<file path="src/rtl/uart_rx.sv">
// UART receiver: 2-flop input synchronizer, mid-bit sampling FSM, 8N1 framing with optional parity.
// Delivers each byte with a one-cycle RX_valid strobe plus parity and framing error flags.
module uart_rx #(
    parameter int CLKS_PER_BIT = 10417,
    parameter int PARITY_EN    = 1,
    parameter int PARITY_ODD   = 0
) (
    input  logic       clk,
    input  logic       reset_n,
    input  logic       RX_in,
    output logic [7:0] RX_data,
    output logic       RX_valid,
    output logic       parity_err,
    output logic       frame_err,
    output logic       busy
);

    localparam int              CW      = $clog2(CLKS_PER_BIT);
    localparam int              HALF    = CLKS_PER_BIT / 2;
    localparam logic [CW-1:0]   HALF_M1 = CW'(HALF - 1);
    localparam logic [CW-1:0]   LAST    = CW'(CLKS_PER_BIT - 1);
    localparam logic            ODD_BIT = (PARITY_ODD != 0) ? 1'b1 : 1'b0;

    typedef enum logic [2:0] {
        S_IDLE, S_START, S_DATA, S_PARITY, S_STOP, S_WAIT_IDLE
    } state_t;

    state_t          r_state;
    logic [CW-1:0]   r_clk_cnt;
    logic [2:0]      r_bit_idx;
    logic [7:0]      r_shift;
    logic            r_perr;
    logic            r_sync1;
    logic            r_rx_s;
    logic [7:0]      r_data;
    logic            r_valid;
    logic            r_parity_err;
    logic            r_frame_err;
    logic            r_busy;

    always_ff @(posedge clk) begin
        if (!reset_n) begin
            r_state      <= S_IDLE;
            r_clk_cnt    <= '0;
            r_bit_idx    <= '0;
            r_shift      <= '0;
            r_perr       <= 1'b0;
            r_sync1      <= 1'b1;
            r_rx_s       <= 1'b1;
            r_data       <= '0;
            r_valid      <= 1'b0;
            r_parity_err <= 1'b0;
            r_frame_err  <= 1'b0;
            r_busy       <= 1'b0;
        end else begin
            r_sync1 <= RX_in;
            r_rx_s  <= r_sync1;
            r_valid <= 1'b0;
            case (r_state)
                S_IDLE: begin
                    r_clk_cnt <= '0;
                    if (!r_rx_s) begin
                        r_state <= S_START;
                        r_busy  <= 1'b1;
                        r_perr  <= 1'b0;
                    end
                end
                // Re-check the start bit at its midpoint to reject short glitches
                S_START: begin
                    if (r_clk_cnt == HALF_M1) begin
                        r_clk_cnt <= '0;
                        if (!r_rx_s) begin
                            r_state   <= S_DATA;
                            r_bit_idx <= '0;
                        end else begin
                            r_state <= S_IDLE;
                            r_busy  <= 1'b0;
                        end
                    end else begin
                        r_clk_cnt <= r_clk_cnt + CW'(1);
                    end
                end
                S_DATA: begin
                    if (r_clk_cnt == LAST) begin
                        r_clk_cnt          <= '0;
                        r_shift[r_bit_idx] <= r_rx_s;
                        r_bit_idx          <= r_bit_idx + 3'd1;
                        if (r_bit_idx == 3'd7) begin
                            if (PARITY_EN != 0) r_state <= S_PARITY;
                            else                r_state <= S_STOP;
                        end
                    end else begin
                        r_clk_cnt <= r_clk_cnt + CW'(1);
                    end
                end
                S_PARITY: begin
                    if (r_clk_cnt == LAST) begin
                        r_clk_cnt <= '0;
                        r_perr    <= (((^r_shift) ^ r_rx_s) != ODD_BIT);
                        r_state   <= S_STOP;
                    end else begin
                        r_clk_cnt <= r_clk_cnt + CW'(1);
                    end
                end
                // Frames with errors still strobe; a low stop bit parks in WAIT_IDLE
                S_STOP: begin
                    if (r_clk_cnt == LAST) begin
                        r_clk_cnt    <= '0;
                        r_data       <= r_shift;
                        r_parity_err <= r_perr;
                        r_frame_err  <= ~r_rx_s;
                        r_valid      <= 1'b1;
                        if (r_rx_s) begin
                            r_state <= S_IDLE;
                            r_busy  <= 1'b0;
                        end else begin
                            r_state <= S_WAIT_IDLE;
                        end
                    end else begin
                        r_clk_cnt <= r_clk_cnt + CW'(1);
                    end
                end
                S_WAIT_IDLE: begin
                    r_clk_cnt <= '0;
                    if (r_rx_s) begin
                        r_state <= S_IDLE;
                        r_busy  <= 1'b0;
                    end
                end
                default: begin
                    r_state   <= S_IDLE;
                    r_clk_cnt <= '0;
                    r_busy    <= 1'b0;
                end
            endcase
        end
    end

    assign RX_data    = r_data;
    assign RX_valid   = r_valid;
    assign parity_err = r_parity_err;
    assign frame_err  = r_frame_err;
    assign busy       = r_busy;

endmodule

</file>
<file path="config.mk">
export PLATFORM = sky130hd
export DESIGN_NAME = uart_rx
export DESIGN_NICKNAME = d
export VERILOG_FILES = /design/src/rtl/uart_rx.sv
export SDC_FILE = /design/constraint.sdc
export NUM_CORES = 1
export LEC_CHECK = 0
export BUFFER_PORTS_ARGS = -buffer_cell sky130_fd_sc_hd__clkbuf_2
export CORE_ASPECT_RATIO = 2
export CORE_MARGIN = 3
export CORE_UTILIZATION = 60
export DETAILED_ROUTE_END_ITERATION = 6
export GPL_ROUTABILITY_DRIVEN = 0
export PLACE_DENSITY = 0.79
export SYNTH_ARGS = -nofsm -noshare
export SYNTH_HDL_FRONTEND = slang
export SYNTH_SLANG_ARGS = --single-unit
</file>
<file path="constraint.sdc">
create_clock -name clk -period 3.22 [get_ports clk]
set_clock_uncertainty 0.15 [all_clocks]
set_input_delay 0.483 -clock clk [delete_from_list [all_inputs] [get_ports clk]]
set_output_delay 0.483 -clock clk [all_outputs]
set_load 0.02 [all_outputs]
</file>
==> results by group <==
Outcome
  – Run status: complete, no violations

Logic synthesis
  – Syn avg cell area: approximately 9.5 sq um
  – Sequential share of the synthesized area: 41.1%
  – Syn. warnings: 0
  – Distinct cells, synth: 51
  – Post-Syn Nets: 227
  – Flops & latches, synth: 43
  – Post-Syn Instances: between 200 and 250
  – Post-Syn Area: 2090 sq um

Global route
  – Vias in the first global route: 1484
  – Initial antenna violation count: 0
  – Largest net degree at the start of global routing: 23
  – First-pass GRT wire length: around 6300 um
  – Total track usage: approximately a fifth
  – Overflow left after global routing: 0

Final layout
  – Finished Layout Cells: roughly 260
  – Final Cell Area: 2200 sq um
  – Area Growth Syn to Fin: 5.14%
  – Ant diodes: 0
  – Fraction of layout cells with a size suffix above 1: approximately 17%
  – Post-layout net count: between 200 and 250

Setup path
  – Crit path DAT: roughly 2.3 ns
  – Startpoint types: flip-flop
  – Worst Path Required: about 3.2 ns
  – Crit path capture type: flip-flop
  – Critical path fanouts, max: 14
  – Setup CP Type: flip-flop to flip-flop

Run
  – Max-cap violations: 0

STA
  – Final WS setup: roughly 0.94 ns
  – Setup TNS: 0 ns
  – Slew of the pin with the lowest slew margin: around 0.55 ns
  – Shortest period the worst path allows: 2.28 ns
  – RSZ-0062 raised after global routing: no
  – Fin. Hold Viols: 0
  – Final worst-path cycle share: approximately 71%
  – Worst rel slew slack: 63.3%
  – Setup Viol. Count Final: 0
  – Max Slew Vio Count: 0
  – Max Freq: around 440 MHz

Place
  – Pre-CTS setup slack: 0.912 ns
  – IO Port Bufs: 14
  – Dpl hpwl: approximately 2900 um
  – Placed Cells: around 250
  – Post-DP Area: 2120 sq um

Die
  – Die ar.: between 4000 and 5000 sq um
  – Core area: around 3300 sq um
  – Site Rows: 29
  – Die H: 89.6 um
  – Die X: 47.8 um
  – Starting density of the core: 64.1%
  – I/O pin cnt: 15

Pwr
  – Cell Pwr Density: 408 nW/um^2
  – Max IR drop VDD: about 0.32 mV
  – Pint: 0.695 mW
  – Sequential fraction of design power: between 50% and 60%
  – Comb pwr share: 3.0%
  – Sw power: about 0.2 mW
  – Clock share of power: 37.1%
  – Tot Pwr: 0.899 mW
  – Switch share: approximately 23%
  – Leakage: between 0.8 and 0.9 nW

Clock network
  – Hold_buf cts: 0
  – Worst-path clk slew: about 0.080 ns
  – Number of CTS-inserted buffers: 5
  – Skew-Pair Late Insertion Delay: 0.30 ns
  – Deepest clock path buffer count: 2
  – Root Buffer: clkbuf_8
  – Postcts setup bufs: 0
  – CTS H-tree lvls: 2
  – Sink Count: 43
  – CTS tree: done
  – CTS resizes: 0

Route
  – WL final: 3810 um
  – DRC violations left: 0
  – Drt wl/cell: approximately 15 um
  – Total number of vias: between 1500 and 2000
  – Via/cell ratio: 5.86
  – Final ANT Viol Nets: 0
  – Iteration-0 DRC Markers: 40
  – Drt first pass iters: 4

Min path
  – Hold Path Class: input port to flip-flop
==> sequential cells by signal (all words and copies together), names as in the netlist <==
signal / cells
parity_err: 1
r_bit_idx: 3
r_state: 3
r_sync1: 1
r_clk_cnt: 14
r_rx_s: 1
busy: 1
RX_data: 8
r_shift: 8
RX_valid: 1
r_perr: 1
frame_err: 1
==> power groups by stage <==
| stage | clock network [mW] | logic, mW | registers [mW] |
|---|---|---|---|
| 6_report | 0.333 | 0.0267 | 0.539 |
| 5_1_grt | 0.362 | 0.0303 | 0.539 |
| 4_1_cts | 0.341 | 0.0270 | 0.539 |
| 3_5_place_dp | 0 | 0.0269 | 0.551 |
| 3_3_place_gp | 0 | 0.0268 | 0.551 |
| 2_1_floorplan | 0 | 0.0241 | 0.549 |
==> per-layer routing <==
layer | GRT usage, % | routed length, um
met1 | 19.3 | 1470
met5 | 0 | 0
met2 | 37.3 | 2140
met4 | 12.0 | 120
met3 | 3.83 | 84
==> cells by family (layout without fill, tap and decap cells) <==
kind of cell / Yosys count / count (layout) / synth area share (%)
xor+xnor: 19 / 19 / 8.60
fa+ha+maj: 4 / 4 / 2.39
mux: 18 / 18 / 8.66
buf+inv: 20 / 30 / 5.56
simple gates: 91 / 91 / 25.9
flops: 43 / 43 / 41.1
compound gates: 25 / 25 / 7.83
==> layout make-up <==
class                   count  area, sq um
clock buffers               6         72.6
clock inverters             2         12.5
fillers                   261         1060
inverters                   8         30.0
multi-input cells         157         1120
flip-flops and latches     43          861
well taps                  31         38.8
repair buffers             14         70.1
==> worst max-delay path: stages (launching register included) <==
cell,delay [ns]
dfxtp_1,0.37
nor4b_2,0.32
and4_1,0.56
nor2_1,0.16
o21ai_2,0.47
nor2_1,0.13
==> synthesized netlist by cell type (all sizes together) <==
cell	count	area, sq um
a21oi	6	33.8
a311oi	1	8.76
and2	2	13.8
and2b	1	8.76
and3	1	7.51
and3b	1	10.0
and4	2	18.8
and4bb	1	12.5
buf	4	35.0
clkbuf	8	51.3
dfxtp	43	861
ha	4	50.1
inv	8	30.0
mux2	1	11.3
mux2i	17	170
nand2	17	71.3
nand2b	3	18.8
nand3	10	62.6
nand3b	2	27.5
nand4	2	12.5
nor2	31	116
nor2b	2	15.0
nor3	3	15.0
nor3b	6	70.1
nor4	3	18.8
nor4b	2	23.8
nor4bb	1	10.0
o211ai	2	15.0
o21a	1	7.51
o21ai	9	48.8
o311ai	2	17.5
o31ai	2	15.0
o41ai	2	17.5
or2	1	8.76
xnor2	12	105
xnor3	1	22.5
xor2	6	52.6
==> layout by cell type (no fill, tap or decap), types with 4 or more instances in the layout <==
master	Yosys	final
dfxtp_1	43	43
nor2_1	31	31
mux2i_1	17	17
nand2_1	16	16
clkbuf_2	1	14
xnor2_1	12	12
nand3_1	9	9
inv_1	8	8
o21ai_0	8	8
xor2_1	6	6
nor3b_2	5	5
a21oi_1	5	5
clkbuf_8	2	5
ha_1	4	4
==> per-stage QoR <==
stage / hold slack [ns] / util [%]
after detailed placement: 0.250 / 64.8
after global placement: 0.244 / 64.8
final: 0.228 / 67.4
after global routing: 0.249 / 67.4
after CTS: 0.226 / 67.4
after floorplan: 0.236 / -
==> path summary, 6_finish.rpt <==
path	start	end	slack (ns)	depth (start not counted)
hold reg to reg	r_sync1	r_rx_s	0.26	1
setup / recovery	r_clk_cnt[3]	r_clk_cnt[7]	0.94	5
hold / removal	RX_in	r_sync1	0.23	2
setup reg to reg	r_clk_cnt[3]	r_clk_cnt[7]	0.94	5
No activity file was read; power rests on OpenSTA's default activity.
